`config.mk`:
```
export PLATFORM = sky130hd
export DESIGN_NAME = psum_accum_col_flat
export DESIGN_NICKNAME = d
export VERILOG_FILES = /design/src/rtl/psum_pkg.sv /design/src/rtl/psum_accum_col_if.sv /design/src/rtl/psum_requant.sv /design/src/rtl/psum_accum_col.sv /design/src/flat_wrapper.sv
export SDC_FILE = /design/constraint.sdc
export NUM_CORES = 1
export LEC_CHECK = 0
export CAP_MARGIN = 0
export CORE_ASPECT_RATIO = 1.1
export CORE_MARGIN = 3
export CORE_UTILIZATION = 50
export CTS_CLUSTER_SIZE = 14
export DETAILED_ROUTE_END_ITERATION = 6
export PLACE_DENSITY = 0.7
export SLEW_MARGIN = 0
export SYNTH_ARGS = -nofsm -noshare
export SYNTH_HDL_FRONTEND = slang
export SYNTH_SLANG_ARGS = --single-unit
```
`constraint.sdc`:
```
create_clock -name clk -period 6.7 [get_ports clk]
set_input_delay 1.34 -clock clk [delete_from_list [all_inputs] [get_ports clk]]
set_output_delay 1.34 -clock clk [all_outputs]
set_load 0.01 [all_outputs]
```
`src/rtl/psum_pkg.sv`:
```
// Shared types and default sizing for the systolic-array column output stage.
package psum_pkg;

   localparam int WD    = 8;
   localparam int ACC_W = 24;
   localparam int DEPTH = 16;

   typedef enum logic [1:0] {
      IDLE  = 2'd0,
      ACCUM = 2'd1,
      DRAIN = 2'd2
   } state_t;

   localparam int ACC_MAX = (1 << (ACC_W - 1)) - 1;
   localparam int ACC_MIN = -(1 << (ACC_W - 1));
   localparam int OUT_MAX = (1 << (WD - 1)) - 1;
   localparam int OUT_MIN = -(1 << (WD - 1));

endpackage

```
`src/rtl/psum_accum_col_if.sv`:
```
// Config, psum input and output handshake bundle of one column output stage.
interface psum_accum_col_if #(
   parameter int WD    = psum_pkg::WD,
   parameter int DEPTH = psum_pkg::DEPTH
);
   localparam int LW = $clog2(DEPTH) + 1;

   logic                   cfg_start;
   logic [3:0]             cfg_npass;
   logic [LW-1:0]          cfg_len;
   logic [4:0]             cfg_shift;
   logic                   psum_valid;
   logic signed [2*WD-1:0] psum_in;
   logic                   out_valid;
   logic                   out_ready;
   logic signed [WD-1:0]   out_data;
   logic                   busy;
   logic                   done;
   logic                   ovf;

   modport master (
      output cfg_start, cfg_npass, cfg_len, cfg_shift,
      output psum_valid, psum_in, out_ready,
      input  out_valid, out_data, busy, done, ovf
   );

   modport slave (
      input  cfg_start, cfg_npass, cfg_len, cfg_shift,
      input  psum_valid, psum_in, out_ready,
      output out_valid, out_data, busy, done, ovf
   );

endinterface

```
`src/rtl/psum_requant.sv`:
```
// Rounding right shift and saturation of an accumulator to WD bits.
// Define RELU_EN to clamp negative results to zero before saturation.
module psum_requant #(
   parameter int WD    = psum_pkg::WD,
   parameter int ACC_W = psum_pkg::ACC_W
) (
   input  logic signed [ACC_W-1:0] i_acc,
   input  logic [4:0]              i_shift,
   output logic signed [WD-1:0]    o_q
);

   localparam logic signed [ACC_W:0] QMAX =
      {{(ACC_W+2-WD){1'b0}}, {(WD-1){1'b1}}};
   localparam logic signed [ACC_W:0] QMIN =
      {{(ACC_W+2-WD){1'b1}}, {(WD-1){1'b0}}};

   // one extra bit keeps the rounding add from overflowing
   logic signed [ACC_W:0] w_ext;
   logic signed [ACC_W:0] w_half;
   logic signed [ACC_W:0] w_r;

   always_comb begin
      w_ext  = (ACC_W+1)'(i_acc);
      w_half = '0;
      if (i_shift != 5'd0)
         w_half = (ACC_W+1)'(1) << (i_shift - 5'd1);
      w_r = (w_ext + w_half) >>> i_shift;
`ifdef RELU_EN
      if (w_r[ACC_W])
         w_r = '0;
`endif
      if (w_r > QMAX)
         o_q = QMAX[WD-1:0];
      else if (w_r < QMIN)
         o_q = QMIN[WD-1:0];
      else
         o_q = w_r[WD-1:0];
   end

endmodule

```
`src/rtl/psum_accum_col.sv`:
```
// Column output stage: multi-pass psum accumulation, then requantized drain.
// Define RELU_EN to drain only non-negative activations.
module psum_accum_col #(
   parameter int WD    = psum_pkg::WD,
   parameter int ACC_W = psum_pkg::ACC_W,
   parameter int DEPTH = psum_pkg::DEPTH
) (
   input  logic             clk,
   input  logic             rst_n,
   psum_accum_col_if.slave  bus
);
   import psum_pkg::*;

   localparam int PW = $clog2(DEPTH);
   localparam int LW = PW + 1;

   state_t                 r_state;
   logic [PW-1:0]          r_ptr;
   logic [PW-1:0]          r_lenm1;
   logic [3:0]             r_pass;
   logic [3:0]             r_lastp;
   logic [4:0]             r_shift;
   logic                   r_ovf;
   logic                   r_ov;
   logic                   r_done;
   logic                   r_rdone;
   logic signed [WD-1:0]   r_od;
   logic signed [ACC_W-1:0] r_acc [DEPTH];

   logic signed [ACC_W-1:0] w_ext;
   logic signed [ACC_W-1:0] w_rd;
   logic signed [ACC_W-1:0] w_wdata;
   logic signed [ACC_W:0]   w_sum;
   logic                    w_sat;
   logic                    w_wr;
   logic                    w_last;
   logic                    w_fire;
   logic                    w_load;
   logic [PW-1:0]           w_lenm1;
   logic [3:0]              w_lastp;
   logic signed [WD-1:0]    w_q;

   assign w_ext  = ACC_W'(bus.psum_in);
   assign w_rd   = r_acc[r_ptr];
   assign w_sum  = (ACC_W+1)'(w_rd) + (ACC_W+1)'(w_ext);
   assign w_wr   = (r_state == ACCUM) && bus.psum_valid;
   assign w_last = (r_ptr == r_lenm1);
   assign w_fire = r_ov && bus.out_ready;
   assign w_load = (r_state == DRAIN) && (!r_ov || bus.out_ready)
                   && !r_rdone;

   assign w_lenm1 = (bus.cfg_len == '0) ? '1
                    : PW'(bus.cfg_len - LW'(1));
   assign w_lastp = (bus.cfg_npass == 4'd0) ? 4'd0
                    : bus.cfg_npass - 4'd1;

   always_comb begin
      w_sat   = 1'b0;
      w_wdata = w_ext;
      if (r_pass != 4'd0) begin
         w_wdata = w_sum[ACC_W-1:0];
         if (w_sum[ACC_W] != w_sum[ACC_W-1]) begin
            w_sat   = 1'b1;
            w_wdata = w_sum[ACC_W] ? {1'b1, {(ACC_W-1){1'b0}}}
                                   : {1'b0, {(ACC_W-1){1'b1}}};
         end
      end
   end

   psum_requant #(.WD(WD), .ACC_W(ACC_W)) u_rq (
      .i_acc   (w_rd),
      .i_shift (r_shift),
      .o_q     (w_q)
   );

   // buffer is never cleared: pass 0 overwrites every entry
   always_ff @(posedge clk) begin
      if (rst_n && w_wr)
         r_acc[r_ptr] <= w_wdata;
   end

   always_ff @(posedge clk) begin
      if (!rst_n) begin
         r_state <= IDLE;
         r_ptr   <= '0;
         r_lenm1 <= '0;
         r_pass  <= '0;
         r_lastp <= '0;
         r_shift <= '0;
         r_ovf   <= 1'b0;
         r_ov    <= 1'b0;
         r_od    <= '0;
         r_done  <= 1'b0;
         r_rdone <= 1'b0;
      end else begin
         r_done <= 1'b0;
         unique case (r_state)
            IDLE: begin
               if (bus.cfg_start) begin
                  r_lenm1 <= w_lenm1;
                  r_lastp <= w_lastp;
                  r_shift <= bus.cfg_shift;
                  r_ptr   <= '0;
                  r_pass  <= '0;
                  r_ovf   <= 1'b0;
                  r_rdone <= 1'b0;
                  r_state <= ACCUM;
               end
            end
            ACCUM: begin
               if (bus.psum_valid) begin
                  if (w_sat)
                     r_ovf <= 1'b1;
                  if (w_last) begin
                     r_ptr  <= '0;
                     r_pass <= r_pass + 4'd1;
                     if (r_pass == r_lastp)
                        r_state <= DRAIN;
                  end else begin
                     r_ptr <= r_ptr + 1'b1;
                  end
               end
            end
            DRAIN: begin
               if (w_load) begin
                  r_ov <= 1'b1;
                  r_od <= w_q;
                  if (w_last)
                     r_rdone <= 1'b1;
                  else
                     r_ptr <= r_ptr + 1'b1;
               end else if (w_fire) begin
                  r_ov <= 1'b0;
                  if (r_rdone) begin
                     r_done  <= 1'b1;
                     r_state <= IDLE;
                  end
               end
            end
            default: r_state <= IDLE;
         endcase
      end
   end

   assign bus.out_valid = r_ov;
   assign bus.out_data  = r_od;
   assign bus.busy      = (r_state != IDLE);
   assign bus.done      = r_done;
   assign bus.ovf       = r_ovf;

endmodule

```
`src/flat_wrapper.sv`:
```
// flat-port wrapper written by rule: the top's interface ports become plain ports
module psum_accum_col_flat import psum_pkg::*;
#(
   parameter int WD    = psum_pkg::WD,
   parameter int ACC_W = psum_pkg::ACC_W,
   parameter int DEPTH = psum_pkg::DEPTH
)
  (clk, rst_n, bus_cfg_start, bus_cfg_npass, bus_cfg_len, bus_cfg_shift, bus_psum_valid, bus_psum_in, bus_out_ready, bus_out_valid, bus_out_data, bus_busy, bus_done, bus_ovf);
  psum_accum_col_if #(.WD(WD), .DEPTH(DEPTH)) bus_i ();
  input  logic clk;
  input  logic rst_n;
  input wire logic [$bits(bus_i.cfg_start)-1:0] bus_cfg_start;
  input wire logic [$bits(bus_i.cfg_npass)-1:0] bus_cfg_npass;
  input wire logic [$bits(bus_i.cfg_len)-1:0] bus_cfg_len;
  input wire logic [$bits(bus_i.cfg_shift)-1:0] bus_cfg_shift;
  input wire logic [$bits(bus_i.psum_valid)-1:0] bus_psum_valid;
  input wire logic [$bits(bus_i.psum_in)-1:0] bus_psum_in;
  input wire logic [$bits(bus_i.out_ready)-1:0] bus_out_ready;
  output wire logic [$bits(bus_i.out_valid)-1:0] bus_out_valid;
  output wire logic [$bits(bus_i.out_data)-1:0] bus_out_data;
  output wire logic [$bits(bus_i.busy)-1:0] bus_busy;
  output wire logic [$bits(bus_i.done)-1:0] bus_done;
  output wire logic [$bits(bus_i.ovf)-1:0] bus_ovf;
  assign bus_i.cfg_start = bus_cfg_start;
  assign bus_i.cfg_npass = bus_cfg_npass;
  assign bus_i.cfg_len = bus_cfg_len;
  assign bus_i.cfg_shift = bus_cfg_shift;
  assign bus_i.psum_valid = bus_psum_valid;
  assign bus_i.psum_in = bus_psum_in;
  assign bus_i.out_ready = bus_out_ready;
  assign bus_out_valid = bus_i.out_valid;
  assign bus_out_data = bus_i.out_data;
  assign bus_busy = bus_i.busy;
  assign bus_done = bus_i.done;
  assign bus_ovf = bus_i.ovf;
  psum_accum_col #(.WD(WD), .ACC_W(ACC_W), .DEPTH(DEPTH)) u_core (.clk(clk), .rst_n(rst_n), .bus(bus_i));
endmodule
```
* After elaboration in Yosys (flattened, before gate mapping)
Memories as Yosys holds them, arrays and structs flattened. A register that Yosys moved wholly into a read port is not among the register bits.
Cells that the tools add are included.
** Operators by class
- Div/mod/pow operators :: 0
- Equal/unequal tests :: 16
- Muxes and demuxes :: 41
- Multipliers :: 0
- Magnitude comparators :: 2
- Add/sub/neg operators :: 7
- Shift operators :: 2
- Bitwise gates (word level) :: 3
- Reductions and logical operators :: 27
** Operators with widths (count)
- $mux W24 :: 3
- $mux W4 :: 11
- $add A24 B16 Y25 :: 1
- $add A24 B25 Y25 :: 1
- $gt A25 B8 Y1 const B :: 1
- $lt A25 B8 Y1 const B :: 1
- $mux W25 :: 1
- $shl A1 B5 Y25 const A :: 1
- $sshr A25 B5 Y25 :: 1
- $mux W8 :: 2
- $mux W2 :: 7
- $mux W1 :: 12
- $ne A2 B1 Y1 const B :: 6
- $pmux W4 S3 :: 1
- $reduce_and A4 Y1 :: 3
- $ne A2 B2 Y1 const B :: 5
- $add A4 B1 Y4 const B :: 2
- $eq A4 B4 Y1 :: 2
- $pmux W4 S2 :: 1
- $reduce_bool A2 Y1 :: 4
- $sub A4 B1 Y4 const B :: 2
- $reduce_and A7 Y1 :: 1
- $pmux W2 S3 :: 1
- $reduce_and A2 Y1 :: 3
- other kinds (17) :: 25
** Word-level totals
- Memory bits (read-only) :: 0
- Memories :: 1
- Output and inout bits :: 12
- Register bits :: 35
- Bits in latches :: 0
- RAM bits :: 384
** Memories
- u_core.r_acc :: depth 16, bits a word 24, read ports 1, clocked after Yosys merged registers in 1, wr ports 1, line psum_accum_col.sv:28 : logic signed [ACC_W-1:0] r_acc [DEPTH];

* Depth between registers and ports, before layout
Gate-level depths: netlist (run 1).
- Depth in word-level cells :: 8
- Gate-level depth with buffers :: 22
- Depth with buffers taken out :: 18

* Modules after synthesis
A second synthesis (run 1) with hierarchy kept.
** Second synthesis, totals
- Cells, all modules :: 1715
- Area total of the unflattened synthesis :: 22447.8 µm²
** Modules (own cells, without submodules)
- psum_accum_col :: instances 1, cells an instance 1031, area each 18156.2 µm², seq. area each 12311.8 µm²
- psum_requant :: instances 1, cells an instance 684, area each 4291.6 µm², seq. area each 0.0 µm²

* Least setup slack after synthesis (run 1)
No wires, ideal clock.
- Path kind :: register -> register
- From :: reg with a tool-made name
- To :: mem u_core.r_acc[0][10], data pin
- Data required time :: 6.370 ns
- Library setup time :: 0.330 ns
- Arrival :: 5.510 ns
- Period minus slack after synthesis :: 5.840 ns
- Stages on the path, launching flop included :: 19
- Setup slack :: 0.860 ns
- Cell sequence :: dfxtp_1 -> buf_1 -> buf_1 -> mux4_2 -> mux4_2 -> ha_1 -> nor2b_1 -> o21ai_0 -> a21boi_1 -> o21ai_0 -> a211oi_1 -> a22oi_1 -> a21oi_1 -> nand4_1 -> a41o_1 -> and2_1 -> or2_2 -> clkbuf_1 -> o21ai_0
** RTL lines (line)
- end, declared :: psum_accum_col.sv:28

==> metrics, run 1 <==
outcome=finished clean; hold endpoint=u_core.bus.ovf$_SDFFE_PN0P_; DRT iter0 DRCs=roughly 1,500; Starting Density=0.509; Setup TNS=0 ns; Final Max Tran Viols=0; drc violations=0; final worst path period share=0.930; overall die area=45,800 um^2; num rows=79; Yosys reg bits=around 420; most common cell after layout, fill and taps aside=edfxtp_1; post-DP HPWL=between 30 and 40 mm; Post-Route WL=around 58 mm; 1st-pass router iterations=6; Core Box Area=between 40,000 and 50,000 um^2; max cap viols=0; Crit Reg-Reg Endpoint=u_core.bus.out_data[5]$_SDFFE_PN0P_; top_reg_cell synth=edfxtp_1; antenna violations before repair=1; critical path type=flop to flop; WL/cell=between 20 and 30 um; Worst R2R Setup Slack=~0.47 ns; LEAKAGE=slightly above 8 nW; final setup vio count=0; yosys warns=0; sequential power share=0.425; internal power=5.24 mW; Pwr per Cell Area=306 nW/um^2; FFs w/ async S/R, synth=0; Area Growth Syn to Fin=13.2%; routed vias/inst=roughly 6.4; worst path required time=between 7 and 8 ns; CTS Hold Bufs=0; clock buffer count from CTS=43; Reg clk slew, reported paths=0.07 ns; via count=14,476; global-route usage over all layers=0.253; die height=224 um; first-pass GRT wire length=roughly 88 mm; fmax=roughly 160 MHz; sequential fraction of the synthesis area=0.569; Hold Path Class=flop to flop; RSZ-0062 raised after global routing=no; H-tree depth=2; clock buffer depth=3; Post-synth EDFFs=approximately 380; hold_sp=u_core.bus.ovf$_SDFFE_PN0P_; CTS tree=done; clock share of power=0.310; WHS Path Cells=2; # port buffers=46; synthesized instance count=between 1,500 and 2,000; synth unique cells=between 100 and 150; Final Hold Vio Count=0; Mapped Nets=1,673; vias in the first global route=between 10,000 and 15,000; Final min period=just over 6 ns; antenna-violating nets left=0; Sw Pwr=2.26 mW; CTS Root Cell=clkbuf_16; worst-margin pin slew=~1.2 ns; fin nets=~1,700; gpl congestion=about 0.97; pin count of the biggest net entering global routing=44; Slew headroom=0.196; Clk Latency, worst-skew pair=about 0.56 ns; sw frac=0.301; Util after Layout=0.576; Setup crit start kind=flop; R2R cell count=16; I/O pin total=47; Comb pwr share=0.266; Power Total=about 7.5 mW; CP Max Fanout=43; Die Width=approximately 200 um; post-synthesis cell area=21,700 um^2; CP arrival=around 6.7 ns; total grt overflow=0; most frequent cells in the layout=edfxtp_1 (384), mux4_2 (126), nand2_1 (125); Hold WS=around 0.46 ns; # Post-CTS Setup Buffers=0; Layout Skew=between 0.02 and 0.03 ns; VDD IR-drop max=between 0.2 and 0.25 mV; share of layout cells above drive strength 1=0.195; cts repair resizes=0; clk sinks=between 400 and 500; Syn Area/Cell=13.7 um^2; Critical Path End Type=flop
==> kinds of logic (layout without fill, tap and decap cells) <==
family	Yosys count	count (layout)	share of synthesized area
simple gates	435	435	0.0974
flops	423	423	0.569
compound gates	342	342	0.113
mux	148	148	0.142
buf+inv	121	227	0.0235
fa+ha+maj	61	61	0.0359
xor+xnor	47	47	0.0194
other cells	0	1	0
==> routing by layer <==
layer | global-route usage | wire [um]
met1 | 0.342 | 23200
met2 | 0.421 | 28100
met3 | 0.0336 | 4110
met4 | 0.0970 | 2410
met5 | 0 | 0
==> synthesized netlist by cell type (all sizes together), types with 11 or more instances <==
cell type	count	area, um^2
nand2b	17	106
nor3	39	205
nand2	126	475
mux4	126	2840
o21ai	93	469
a211oi	22	165
nand4	15	109
a21boi	11	82.6
edfxtp	384	11500
mux2i	16	160
a21o	16	120
buf	38	195
clkbuf	46	174
nor2	127	479
xnor2	30	270
nand3	25	125
nor2b	13	81.3
inv	36	135
and2	14	87.6
a21oi	68	389
o211ai	19	148
ha	59	738
xor2	17	149
dfxtp	39	781
==> worst max-delay path by stage <==
stage	from	to	slack (ns)	cells after the start
after floorplan	flop	u_core.r_acc[0][10]$_DFFE_PP_	0.86	18
after global placement	bus_psum_in[0]	u_core.r_acc[0][2]$_DFFE_PP_	0.39	18
after detailed placement	bus_psum_in[0]	u_core.r_acc[3][18]$_DFFE_PP_	0.30	16
after CTS	flop	u_core.r_acc[2][18]$_DFFE_PP_	0.38	15
after global routing	flop	u_core.bus.out_data[6]$_SDFFE_PN0P_	0.03	15
final	flop	u_core.bus.out_data[5]$_SDFFE_PN0P_	0.47	16
==> through the flow <==
step	cells	area (um^2)	setup slack, ns
floorplan	1577	21700	0.860
detailed placement	2172	23100	0.297
global placement	2172	23100	0.386
finish	2251	24500	0.466
CTS	2250	24500	0.376
global route	2251	24500	0.0333
==> state kept, by name, indices dropped and copies added, names as in the netlist, named ones only <==
register and flops:
u_core.r_ptr 4, u_core.r_rdone 1, u_core.r_pass 4, u_core.r_state 2, u_core.r_shift 5, u_core.r_acc 384
u_core.r_lenm1 4, u_core.r_lastp 4, u_core.bus.ovf 1, u_core.bus.out_data 8, u_core.bus.done 1, u_core.bus.out_valid 1
==> worst max-delay path: stages (launching register included) <==
cell	delay, ns
dfxtp_4	0.59
buf_12	0.39
mux4_2	0.57
mux4_2	0.54
ha_1	0.50
nand2_1	0.29
o21ai_1	0.17
a21o_1	0.23
a211oi_1	0.38
and3_2	0.31
or2_1	0.44
o221ai_1	0.22
nand3b_1	0.22
or3_1	0.43
o31ai_4	0.31
o311ai_4	0.20
o32ai_2	0.28
==> power groups by stage <==
stage                     sequential [mW]  combinational (mW)  clock (mW)
after floorplan                      3.23                1.33           0
after global placement               3.24                1.91           0
after detailed placement             3.24                1.95           0
after CTS                            3.18                1.96        2.36
after global routing                 3.19                2.17        2.47
final                                3.18                1.99        2.32
==> cell type report <==
cell class              count  area [um^2]
fillers                  3364        18000
flip-flops and latches    423        12300
multi-input cells        1033         8960
clock buffers              53         1130
repair buffers            112         1010
well taps                 567          709
clock inverters            25          234
inverters                  37          139
diodes                      1         2.50
(Power assumes the default switching activity.)
==> run 2, diff against run 1 <==
Settings changed: PLACE_DENSITY 0.7 to default, PLACE_DENSITY_LB_ADDON from default to 0.1.
==> metrics, run 2 (synthesized netlist as in run 1, its figures left out) <==
max reg flops=384 (unchanged); fin nets=1,760 (was 1,746); total grt overflow=0 (unchanged); # port buffers=46 (unchanged); Setup TNS=0 ns (unchanged); Sw Pwr=2.30 mW (was 2.26 mW); LEAKAGE=8.16 nW (was 8.10 nW); RSZ-0062 raised after global routing=no (unchanged); CP Max Fanout=16 (was 43); gpl congestion=0.964 (was 0.966); Reg clk slew, reported paths=0.06 ns (was 0.07 ns); # Post-CTS Setup Buffers=0 (unchanged); I/O pin total=47 (unchanged); final worst path period share=0.908 (was 0.930); Worst Path Buf+Inv=1 (unchanged); internal power=5.19 mW (was 5.24 mW); first-pass GRT wire length=88.5 mm (was 87.6 mm); Slew headroom=0.495 (was 0.196); antenna violations before repair=0 (was 1); fmax=164 MHz (was 160 MHz); R2R cell count=15 (was 16); clk sinks=423 (unchanged); worst-margin pin slew=0.756 ns (was 1.20 ns); WL/cell=26.0 um (was 25.7 um); Core Box Area=42,500 um^2 (unchanged); Layout Skew=0.0212 ns (was 0.0251 ns); critical path, cell by cell=buf_4, mux4_2, mux4_2, ha_1, a21oi_2, o21ai_1, a311oi_1, or3_1, nand4_1, or2_2, mux4_2, a221oi_1, nor2b_1, o2111a_2, o32ai_2 (was buf_12, mux4_2, mux4_2, ha_1, nand2_1, o21ai_1, a21o_1, a211oi_1, and3_2, or2_1, o221ai_1, nand3b_1, or3_1, o31ai_4, o311ai_4, o32ai_2); 1st-pass router iterations=5 (was 6); antenna-violating nets left=0 (unchanged); VDD IR-drop max=0.278 mV (was 0.208 mV); Worst R2R Setup Slack=0.61 ns (was 0.47 ns); Starting Density=0.509 (unchanged); Most flops, register=u_core.r_acc (unchanged); pin count of the biggest net entering global routing=35 (was 44); sw frac=0.307 (was 0.301); critical path type=flop to flop (unchanged); clock buffer depth=3 (unchanged); Post-Route WL=58.9 mm (was 57.9 mm); most frequent cells in the layout=edfxtp_1 (384), mux4_2 (126), nand2_1 (125) (unchanged); final setup vio count=0 (unchanged); worst path required time=7.15 ns (about the same); Antenna Cells=0 (was 1); family with the most delay on the worst path=compound AO/OA/AOI/OAI gates (unchanged); share of layout cells above drive strength 1=0.201 (was 0.195); Final Hold Vio Count=0 (unchanged); max cap viols=0 (unchanged); Die Width=204 um (unchanged); Pwr per Cell Area=305 nW/um^2 (was 306 nW/um^2); global-route usage over all layers=0.259 (was 0.253); routed vias/inst=6.33 (was 6.43); CTS Hold Bufs=0 (unchanged); outcome=finished clean (unchanged); sequential power share=0.424 (was 0.425); CP arrival=6.53 ns (was 6.69 ns); H-tree depth=2 (unchanged); Final min period=6.09 ns (was 6.23 ns); vias in the first global route=14,090 (was 14,502); overall die area=45,800 um^2 (unchanged); num rows=79 (unchanged); post-DP HPWL=37.5 mm (was 37.1 mm); Setup crit start kind=flop (unchanged); crit-path max cell delay=0.58 ns (was 0.59 ns); number of cells on the critical path=15 (was 16); Critical Path End Type=flop (unchanged); setup ws final=0.615 ns (was 0.466 ns); clock buffer count from CTS=45 (was 43); Hold Path Class=flop to flop (unchanged); Clk Latency, worst-skew pair=0.58 ns (was 0.56 ns); CTS tree=done (unchanged); Area Growth Syn to Fin=13.5% (was 13.2%); clock share of power=0.307 (was 0.310); most common cell after layout, fill and taps aside=edfxtp_1 (unchanged); DRT iter0 DRCs=1,291 (was 1,519); Final Max Tran Viols=0 (unchanged); most frequent CP cell=mux4_2 (unchanged); Crit Reg-Reg Endpoint=u_core.bus.out_data[2]$_SDFFE_PN0P_ (was u_core.bus.out_data[5]$_SDFFE_PN0P_); die height=224 um (unchanged); CTS Root Cell=clkbuf_16 (unchanged); via count=14,335 (was 14,476); crit path capture=u_core.bus.out_data[2]$_SDFFE_PN0P_ (was u_core.bus.out_data[5]$_SDFFE_PN0P_); cts repair resizes=0 (unchanged); pre-CTS WS=0.527 ns (was 0.297 ns); drc violations=0 (unchanged); Comb pwr share=0.269 (was 0.266); Crit-path slowest cell=mux4_2 (was dfxtp_4)
## run 2: changes by cell type in the layout (fill, tap and decap cells not counted), sizes merged
cell	previous run	this run
clkbuf	53	52
clkinvlp	1	3
clkinv	21	24
inv	36	39
bufinv	4	1
diode	1	0
buf	66	78
## run 2: per-layer routing
metal / vias up / global-route usage / share of wire
li1: 6417 / - / -
met1: 7252 / 0.346 / 0.41
met2: 525 / 0.436 / 0.50
met3: 141 / 0.0327 / 0.057
met4: 0 / 0.104 / 0.039
met5: - / 0 / 0
## run 2: worst min-delay path by stage
stage / startpoint / to / slack, ns / cells after the start
5_1_grt: u_core.bus.ovf$_SDFFE_PN0P_ / u_core.bus.ovf$_SDFFE_PN0P_ / 0.48 / 2
3_5_place_dp: u_core.bus.ovf$_SDFFE_PN0P_ / u_core.bus.ovf$_SDFFE_PN0P_ / 0.45 / 2
6_report: u_core.bus.ovf$_SDFFE_PN0P_ / u_core.bus.ovf$_SDFFE_PN0P_ / 0.45 / 2
4_1_cts: u_core.bus.ovf$_SDFFE_PN0P_ / u_core.bus.ovf$_SDFFE_PN0P_ / 0.45 / 2
3_3_place_gp: u_core.bus.ovf$_SDFFE_PN0P_ / u_core.bus.ovf$_SDFFE_PN0P_ / 0.43 / 2
2_1_floorplan: u_core.r_rdone$_SDFFE_PN0P_ / u_core.bus.done$_SDFF_PP0_ / 0.45 / 2
## run 2: worst register-to-register path, cell delays in order, from the launching register on
cell,delay [ns]
dfxtp_4,0.49
buf_4,0.37
mux4_2,0.56
mux4_2,0.59
ha_1,0.50
a21oi_2,0.36
o21ai_1,0.20
a311oi_1,0.55
or3_1,0.19
nand4_1,0.24
or2_2,0.37
mux4_2,0.52
a221oi_1,0.40
nor2b_1,0.18
o2111a_2,0.34
o32ai_2,0.11
## run 2: power groups by stage
stage	Sequential, mW	Combinational (mW)	Clock, mW
5_1_grt	3.18	2.20	2.47
2_1_floorplan	3.23	1.33	0
3_5_place_dp	3.23	1.98	0
3_3_place_gp	3.23	1.96	0
6_report	3.18	2.02	2.30
4_1_cts	3.18	1.99	2.36
## run 2: cell type report
type	instances	area (um^2)
Fill cell	3400	17900
Sequential cell	423	12300
Multi-Input combinational cell	1033	8950
Clock buffer	52	1170
Timing Repair Buffer	124	1100
Tap cell	567	709
Clock inverter	30	194
Inverter	37	139
## run 2: per-stage QoR
| step | hold slack (ns) | util | cell area, um^2 | std cells | total power, mW |
|---|---|---|---|---|---|
| 3_3_place_gp | 0.434 | 0.546 | 23200 | 2184 | 5.20 |
| 2_1_floorplan | 0.448 | - | 21700 | 1577 | 4.56 |
| 6_report | 0.449 | 0.578 | 24600 | 2266 | 7.50 |
| 5_1_grt | 0.482 | 0.578 | 24600 | 2266 | 7.85 |
| 3_5_place_dp | 0.445 | 0.546 | 23200 | 2184 | 5.21 |
| 4_1_cts | 0.453 | 0.578 | 24600 | 2266 | 7.53 |
